$ cat config.mk
export PLATFORM = sky130hd
export DESIGN_NAME = spi_flash_master
export DESIGN_NICKNAME = d
export VERILOG_FILES = /design/src/rtl/spi_flash_master.sv
export SDC_FILE = /design/constraint.sdc
export NUM_CORES = 1
export LEC_CHECK = 0
export CORE_UTILIZATION = 30
export DETAILED_ROUTE_END_ITERATION = 6
export MAX_ROUTING_LAYER = met4
export PLACE_DENSITY = 0.5
export SYNTH_ARGS = -nofsm -noshare
export SYNTH_HDL_FRONTEND = slang
export SYNTH_SLANG_ARGS = --single-unit
$ cat constraint.sdc
create_clock -name clk -period 3.95 [get_ports clk]
set_input_delay 0.395 -clock clk [delete_from_list [all_inputs] [get_ports clk]]
set_output_delay 0.395 -clock clk [all_outputs]
set_load 0.1 [all_outputs]
$ cat src/rtl/spi_flash_master.sv
// spi_flash_master: byte-wide SPI master (mode 0, MSB first) for the j1a IO bus.
// Shifts one byte out on mosi while sampling miso. Each transfer raises busy
// for exactly 16*DIV clk cycles. Chip select is a software-controlled level
// and can only be changed while idle.
//
// Parameters:
//   DIV       SCK half-period in clk cycles (>=1); SCK = clk/(2*DIV)
// Ports:
//   clk       in   system clock
//   reset     in   synchronous active-high reset
//   wr        in   1-cycle strobe: start transfer of wd (ignored while busy)
//   wd        in   [7:0] transmit byte, sampled when wr is accepted
//   cs_wr     in   1-cycle strobe: load cs_n from cs_d (ignored while busy)
//   cs_d      in   new chip-select level (1 = deselected)
//   rd        in   1-cycle strobe: CPU read, clears rx_valid
//   rd_data   out  [7:0] last received byte
//   rx_valid  out  set on byte completion, cleared by rd
//   busy      out  transfer in progress
//   sck       out  SPI clock, idle low
//   mosi      out  SPI data out
//   miso      in   SPI data in (synchronous to clk)
//   cs_n      out  flash chip select, active low
module spi_flash_master #(
   parameter int unsigned DIV = 2
) (
   input  logic       clk,
   input  logic       reset,
   input  logic       wr,
   input  logic [7:0] wd,
   input  logic       cs_wr,
   input  logic       cs_d,
   input  logic       rd,
   output logic [7:0] rd_data,
   output logic       rx_valid,
   output logic       busy,
   output logic       sck,
   output logic       mosi,
   input  logic       miso,
   output logic       cs_n
);

   localparam int unsigned DW = (DIV > 1) ? $clog2(DIV) : 1;
   localparam logic [DW-1:0] DIV_LAST = DW'(DIV - 1);

   typedef enum logic [1:0] {
      ST_IDLE,
      ST_LO,
      ST_HI
   } state_t;

   state_t        r_state,    w_state;
   logic [DW-1:0] r_div,      w_div;
   logic [2:0]    r_cnt,      w_cnt;
   logic [7:0]    r_tx,       w_tx;
   logic [7:0]    r_rx,       w_rx;
   logic          r_sck,      w_sck;
   logic          r_mosi,     w_mosi;
   logic          r_busy,     w_busy;
   logic          r_cs_n,     w_cs_n;
   logic [7:0]    r_rd_data,  w_rd_data;
   logic          r_rx_valid, w_rx_valid;
   logic          w_phase_end;

   assign w_phase_end = (r_div == DIV_LAST);

   // State and datapath registers
   always_ff @(posedge clk) begin
      if (reset) begin
         r_state    <= ST_IDLE;
         r_div      <= '0;
         r_cnt      <= 3'd0;
         r_tx       <= 8'h00;
         r_rx       <= 8'h00;
         r_sck      <= 1'b0;
         r_mosi     <= 1'b0;
         r_busy     <= 1'b0;
         r_cs_n     <= 1'b1;
         r_rd_data  <= 8'h00;
         r_rx_valid <= 1'b0;
      end else begin
         r_state    <= w_state;
         r_div      <= w_div;
         r_cnt      <= w_cnt;
         r_tx       <= w_tx;
         r_rx       <= w_rx;
         r_sck      <= w_sck;
         r_mosi     <= w_mosi;
         r_busy     <= w_busy;
         r_cs_n     <= w_cs_n;
         r_rd_data  <= w_rd_data;
         r_rx_valid <= w_rx_valid;
      end
   end

   // Next-state and output logic
   always_comb begin
      w_state    = r_state;
      w_div      = r_div;
      w_cnt      = r_cnt;
      w_tx       = r_tx;
      w_rx       = r_rx;
      w_sck      = r_sck;
      w_mosi     = r_mosi;
      w_busy     = r_busy;
      w_cs_n     = r_cs_n;
      w_rd_data  = r_rd_data;
      // A read clears rx_valid, but a completion on the same edge overrides it below
      w_rx_valid = r_rx_valid & ~rd;

      // Chip select is frozen during a byte so a frame cannot be cut
      if (cs_wr && !r_busy) begin
         w_cs_n = cs_d;
      end

      case (r_state)
         ST_IDLE: begin
            if (wr) begin
               w_tx    = wd;
               w_cnt   = 3'd7;
               w_busy  = 1'b1;
               w_sck   = 1'b0;
               w_mosi  = wd[7];
               w_div   = '0;
               w_state = ST_LO;
            end
         end
         ST_LO: begin
            if (w_phase_end) begin
               w_div   = '0;
               w_sck   = 1'b1;
               // Receive bits go to their own register so tx bit 0 survives until sent
               w_rx    = {r_rx[6:0], miso};
               w_state = ST_HI;
            end else begin
               w_div = r_div + DW'(1);
            end
         end
         ST_HI: begin
            if (w_phase_end) begin
               w_div = '0;
               w_sck = 1'b0;
               if (r_cnt != 3'd0) begin
                  w_tx    = {r_tx[6:0], 1'b0};
                  w_mosi  = r_tx[6];
                  w_cnt   = r_cnt - 3'd1;
                  w_state = ST_LO;
               end else begin
                  w_rd_data  = r_rx;
                  w_rx_valid = 1'b1;
                  w_busy     = 1'b0;
                  w_mosi     = 1'b0;
                  w_state    = ST_IDLE;
               end
            end else begin
               w_div = r_div + DW'(1);
            end
         end
         default: begin
            w_state = ST_IDLE;
         end
      endcase
   end

   assign rd_data  = r_rd_data;
   assign rx_valid = r_rx_valid;
   assign busy     = r_busy;
   assign sck      = r_sck;
   assign mosi     = r_mosi;
   assign cs_n     = r_cs_n;

endmodule

# After elaboration in Yosys (flattened, before gate mapping)
# Cells that the tools add are included.
[totals]
register_bits = 34
out_inout_bits = 13
wordCells = 69
[classes]
add_sub_neg = 2
n_eq_ne = 7
mux = 30
n_bitwise = 3
reduce_logical = 16
[ops]
columns = ["operator", "n"]
rows = [
  ["$mux W7", 3],
  ["$mux W1", 14],
  ["$pmux W7 S2", 1],
  ["$reduce_and A4 Y1", 3],
  ["$ne A2 B2 Y1 const B", 5],
  ["$mux W3", 3],
  ["$reduce_and A3 Y1", 3],
  ["$mux W2", 3],
  ["$pmux W1 S2", 3],
  ["$pmux W2 S3", 1],
  ["$pmux W3 S2", 1],
  ["$reduce_bool A3 Y1", 2],
  ["$reduce_and A2 Y1", 2],
  ["$reduce_bool A2 Y1", 2],
  ["$pmux W1 S3", 1],
  ["$sub A3 B1 Y3 const B", 1],
  ["$eq A2 B1 Y1 const B", 1],
  ["$eq A2 B2 Y1 const B", 1],
  ["$logic_not A2 Y1", 1],
  ["$not A1 Y1", 2],
  ["$reduce_or A2 Y1", 1],
  ["$add A1 B1 Y1 const B", 1],
  ["$and A1 B1 Y1", 1],
  ["$logic_and A1 B1 Y1", 1],
  ["$logic_not A1 Y1", 1],
]

# Depth between registers and ports, before layout
# Gate-level depths: netlist of run 1.
[logic_depth]
ltp_word = 5
mapped_depth = 8

# Worst setup path before layout of run 1
# OpenSTA, ideal clock, no wires.
[synth_path]
kind = "register to register"
startpoint = "register r_state[0]"
endpoint = "register r_tx[1]"
setup_ns = 0.079
arrival_time_ns = 1.820
required_ns = 3.871
setup_slack_ns = 2.050
path_stages_with_launch = 9
path_buffers = 2
cell_sequence = "dfxtp_1 inv_1 ha_1 nor2b_1 buf_2 a2111oi_4 buf_6 nor2_1 a211oi_2"
[synth_between]
elab_chain_cells = 3
[synth_rtl]
columns = ["element", "line", "text"]
rows = [
  ["from (decl)", "51", "state_t r_state, w_state;"],
  ["from (signal assigned)", "81", "r_state <= w_state;"],
  ["$eq A2 B2 Y1 / $logic_not A2 Y1 (equally long branches)", "115", "case (r_state)"],
  ["$ne A2 B2 Y1 (no source line) / $reduce_bool A2 Y1 (equally long branches)", "-", ""],
  ["$reduce_and A4 Y1 (no source line)", "-", ""],
  ["to (signal assigned)", "84", "r_tx <= w_tx;"],
  ["to (decl)", "54", "logic [7:0] r_tx, w_tx;"],
]
# Parallel ways exist; a longest one is shown, timed or not.
# A chain may end at the register's enable or synchronous reset.

# Worst setup path after layout of run 1
[layout_path]
startpoint = "register r_state[0]"
endpoint = "register r_tx[2]"
# Same word-level chain as after synthesis.

==> impl_metrics.ini, run 1 <==
[route]
dr.pass1.iters = 4
wl_per_cell_um = 12.3
postRouteAntennaNets = 0
drt_iter0_markers = 104
routed_wl_um = 3300
drc = 0
viasPerCell = 4.83
vias = 1299

[placed_design]
place_area_um2 = 1850
dp.cells = 261
portBuffers = 27
dp_hpwl_um = 2250
place_congestion = 0.752
pre_cts_ws_ns = 1.27

[cells_and_area]
fillers = 506
area_delta_synth_final_pct = 27.4
final_cells = 269
fin_util = 0.407
final_area_um2 = 1960
drive_gt1_frac = 0.0644
diodes = 0
nets = 225

[synthesis]
syn_avg_cell_area_um2 = 8.74
yosysWarnings = 0
synthCells = 176
async_flop_share = 0
ys_seq_area_frac = 0.443
netlist_area_um2 = 1540
synth_most_common_cell = dfxtp_1
synth_edf_count = 0
syn-num-nets = 200
synth_cell_types = 28
yosys_most_used_dff = dfxtp_1
synth-seq-cells = 34
ys_top_cells_by_area = dfxtp_1 (44%), ha_1 (7.3%), a21oi_1 (7.2%)
synth_top_area_cell = dfxtp_1
synthTopCellsByCount = dfxtp_1 (34), nand2_1 (28), a21oi_1 (22)
yosysTopAreaCellShare = 0.443

[timing]
hold_violations = 0
worst_slew_pin_slew_ns = 0.973
rsz0062_at_grt = no
final_max_slew_viol_count = 0
skew_ns = 0.00598
setup_viol = 0
setup_slack_ns = 1.32
fmax_mhz = 380
fin_crit_ns = 2.63
tns_ns = 0
hold_ws_ns = 0.453
slew_headroom = 0.349
fin_crit_sh = 0.665

[clock_network]
clock_path_buffers = 2
root_buffer = clkbuf_8
insertion_delay_ns = 0.29
cts.hold.buffers_added = 0
numClockSinks = 34
cts_setup_buffers = 0
cts_max_level = 2
cts_resized = 0
cts_tree = yes
clk_pin_slew_worst_paths_ns = 0.07
tritoncts.num_buffers = 5

[global_routing]
antenna_found_initial = 0
grt_max_degree = 35
grt_pass1_vias = 1283
grt-ovfl-total = 0
grt_pass1_wl_um = 5570
grt.total_usage = 0.140

[floorplan]
die_w_um = 73.6
die-area_um2 = 5420
rows = 25
die_y_um = 73.6
pin_count = 28
start_util = 0.319
core-area_um2 = 4820

[worst_setup_path]
end_kind = flop
critPathArrivalTime_ns = 2.82
worstPathRequired_ns = 4.14
start_kind = flop
critPathLaunch = r_state[0]
crit_type = reg2reg
path_max_fanout = 17
r2r-start = r_state[0]

[worst_hold_path]
min_from = rd_data[3]
hold_path_class = reg2reg

[power]
fin_total_pwr_mw = 1.36
vdd_ir_drop_max_mv = 0.376
power_density_nw_per_um2 = 692
leakagePower_nw = 0.678

[run]
max_cap_violations = 0

[status]
status = finished clean
-- worst max-delay path: stages (launching register included) --
cell       delay (ns)
dfxtp_1          0.37
inv_1            0.12
ha_1             0.58
nor2_1           0.19
a2111oi_4        0.89
nor2_1           0.10
a211oi_1         0.28
-- where the power goes --
| part | leakage [nW] | switching, mW | internal [mW] | total [mW] |
|---|---|---|---|---|
| Clock | 0.0524 | 0.127 | 0.189 | 0.316 |
| Sequential | 0.278 | 0.0619 | 0.418 | 0.479 |
| Combinational | 0.347 | 0.361 | 0.199 | 0.560 |
| Total | 0.678 | 0.550 | 0.806 | 1.36 |
-- final cells by class --
class,instances,area [µm²],area share
repair buffers,28,278,0.142
flip-flops and latches,34,681,0.347
clock buffers,7,76.3,0.0390
well taps,67,83.8,0.0428
inverters,5,18.8,0.00958
clock inverters,1,30.0,0.0153
multi-input cells,127,792,0.404
-- layout by cell type (no fill, tap or decap), types with 2 or more instances in the layout --
cell	instances
a211oi_1	3
inv_1	5
o21ai_0	4
nor2_1	15
nor2b_1	5
nand2b_1	4
ha_1	9
clkdlybuf4s50_1	27
a311oi_1	4
mux2i_1	7
nand3_1	10
dfxtp_1	34
nand2_1	28
a21oi_1	22
nor3_1	3
clkbuf_8	5
clkbuf_1	2
a211oi_2	3
-- sequential cells by signal, indices dropped and copies added (netlist names) --
register	count
cs_n	1
busy	1
r_tx	7
r_div	1
r_cnt	3
r_state	2
sck	1
rx_valid	1
mosi	1
r_rx	8
rd_data	8
-- cells by family after synthesis --
family	after synthesis	synth area share
simple gates	71	0.214
compound gates	40	0.182
flops	34	0.443
buf+inv	15	0.0423
fa+ha+maj	9	0.0732
mux	7	0.0456
-- path summary, 6_finish.rpt --
check,to,slack (ns),cells past startpoint
min reg2reg,rd_data[3],0.45,2
max reg2reg,r_tx[2],1.32,6
max,r_tx[2],1.32,6
min,rd_data[3],0.45,2
-- per-layer routing --
metal	up-vias	wire (µm)	global-route usage
li1	658	-	-
met1	597	1540	0.154
met2	36	1500	0.229
met3	8	200	0.0466
met4	0	54	0.0620
met5	-	0	-
Note: power is estimated with default switching activity, not from simulation.
==> run 2, diff against run 1 <==
==> constraint.sdc (replaced) <==
create_clock -name clk -period 2.7 [get_ports clk]
set_input_delay 0.27 -clock clk [delete_from_list [all_inputs] [get_ports clk]]
set_output_delay 0.27 -clock clk [all_outputs]
set_load 0.1 [all_outputs]
==> run 2 against run 1 <==
Net effect:
- clock power up 11%
- flip-flop and latch count unchanged
- sequential power up 46%
- final cell count up 0.37%
- core utilization down 0.93 points
- register-to-register slack worse by 0.77 ns
- critical path depth unchanged
- wire length down 0.58%
- fmax up 22%
- worst hold slack better by 0.0023 ns
- critical endpoint is now busy
- largest cell class unchanged
- largest power group unchanged
==> impl_metrics.ini, run 2 (synthesis gave the netlist of run 1 again) <==
[status]
status = finished clean

[floorplan]
die-area_um2 = 5420
die_y_um = 73.6
pin_count = 28
start_util = 0.319
rows = 25
core-area_um2 = 4820
die_w_um = 73.6

[route]
wl_per_cell_um = 12.1
postRouteAntennaNets = 0
drc = 0
routed_wl_um = 3280
dr.pass1.iters = 4
drt_iter0_markers = 55
vias = 1305
viasPerCell = 4.83

[worst_setup_path]
endpoint = busy
path_cells = inv_1 -> ha_1 -> nor2b_1 -> nor3_1 -> a21oi_1 -> a311oi_1
crit_type = reg2reg
path_buf_inv = 1
ff2ff_path_depth = 6
worstPathRequired_ns = 2.88
cp_slowest_cell = nor3_1
r2r-start = r_state[0]
end_kind = flop
reg2reg_slack_ns = 0.55
cpPeakStageDelay_ns = 0.48
start_kind = flop
critPathTopFamily = simple AND/OR/NAND/NOR gates
r2r_end = busy
critPathArrivalTime_ns = 2.33
path_max_fanout = 9
crit_cells = 6
critPathLaunch = r_state[0]

[cells_and_area]
multi_input_area_um2 = 792
area_delta_synth_final_pct = 24.5
diodes = 0
seqCellArea_um2 = 681
drive_gt1_frac = 0.143
layout_common_cells = dfxtp_1 (34), nand2_1 (28), a21oi_1 (22)
nets = 227
final_common_cell = dfxtp_1
fin_util = 0.397
fillers = 517

[power]
combinationalPowerShare = 0.445
fin_total_pwr_mw = 1.89
p_int_mw = 1.08
vdd_ir_drop_max_mv = 0.476
switching_share = 0.428
power_density_nw_per_um2 = 989
clkPwrFrac = 0.185
leakagePower_nw = 0.703
pwr-share-seq = 0.370
p_sw_uw = 810

[timing]
setup_viol = 0
hold_ws_ns = 0.455
fin_crit_sh = 0.795
skew_ns = 0.00637
fin_crit_ns = 2.15
final_max_slew_viol_count = 0
slew_headroom = 0.546
worst_slew_pin_slew_ns = 0.680
tns_ns = 0
hold_violations = 0
fmax_mhz = 466
rsz0062_at_grt = no

[clock_network]
cts.hold.buffers_added = 0
cts_resized = 0
clk_pin_slew_worst_paths_ns = 0.07
cts_setup_buffers = 0
numClockSinks = 34
tritoncts.num_buffers = 5
insertion_delay_ns = 0.28
cts_tree = yes
cts_max_level = 2
root_buffer = clkbuf_8
clock_path_buffers = 2

[placed_design]
place_congestion = 0.876
dp_hpwl_um = 2190
portBuffers = 27

[worst_hold_path]
hold_path_class = reg2reg

[global_routing]
grt_pass1_wl_um = 5670
grt.total_usage = 0.142
grt_pass1_vias = 1287
antenna_found_initial = 0
grt-ovfl-total = 0
grt_max_degree = 35

[run]
max_cap_violations = 0
-- run 2: changes by cell type in the layout (fill, tap and decap cells not counted) --
cell             previous run  this run
clkdlybuf4s50_1            27        14
clkinv_2                    0         2
clkbuf_1                    2         0
bufinv_16                   1         0
buf_4                       1        16
-- run 2: through the flow --
step / worst slack, ns / std cells / cell area, µm²
floorplan: 0.800 / 176 / 1540
global placement: 0.760 / 263 / 1840
detailed placement: 0.628 / 263 / 1840
CTS: 0.606 / 270 / 1910
global route: 0.367 / 270 / 1910
finish: 0.553 / 270 / 1910
-- run 2: how the worst min path moves through the flow --
| stage | cells past startpoint | from | end | slack (ns) |
|---|---|---|---|---|
| 2_1_floorplan | 1 | cs_d | cs_n | 0.39 |
| 3_3_place_gp | 2 | r_rx[7] | rd_data[7] | 0.44 |
| 3_5_place_dp | 2 | rd_data[6] | rd_data[6] | 0.45 |
| 4_1_cts | 2 | rd_data[6] | rd_data[6] | 0.46 |
| 5_1_grt | 2 | rd_data[7] | rd_data[7] | 0.47 |
| 6_report | 2 | rd_data[6] | rd_data[6] | 0.45 |
-- run 2: power groups by stage --
stage | clock, mW | sequential [mW] | combinational [mW]
2_1_floorplan | 0 | 0.839 | 0.537
3_3_place_gp | 0 | 0.706 | 0.816
3_5_place_dp | 0 | 0.710 | 0.838
4_1_cts | 0.372 | 0.700 | 0.844
5_1_grt | 0.385 | 0.717 | 0.927
6_report | 0.350 | 0.701 | 0.842
-- run 2: area by class of cell --
type / count / share of cell area
clock buffer: 5 / 0.0359
clock inverter: 2 / 0.00523
inverter: 5 / 0.00980
multi-input combinational: 127 / 0.414
sequential: 34 / 0.356
tap: 67 / 0.0438
timing repair buffer: 30 / 0.136
-- run 2: per-layer routing --
metal  vias up  GRT usage  share of wire
met4         0     0.0598         0.0031
met2        34      0.223           0.47
met5         -          -              0
met3         2     0.0370          0.040
li1        658          -              -
met1       611      0.171           0.49
-- run 2: worst reg2reg max path, stage by stage, from the launching register on --
cell and delay, ns:
dfxtp_1 0.44, inv_1 0.12, ha_1 0.34, nor2b_1 0.22, nor3_1 0.48, a21oi_1 0.15, a311oi_1 0.30
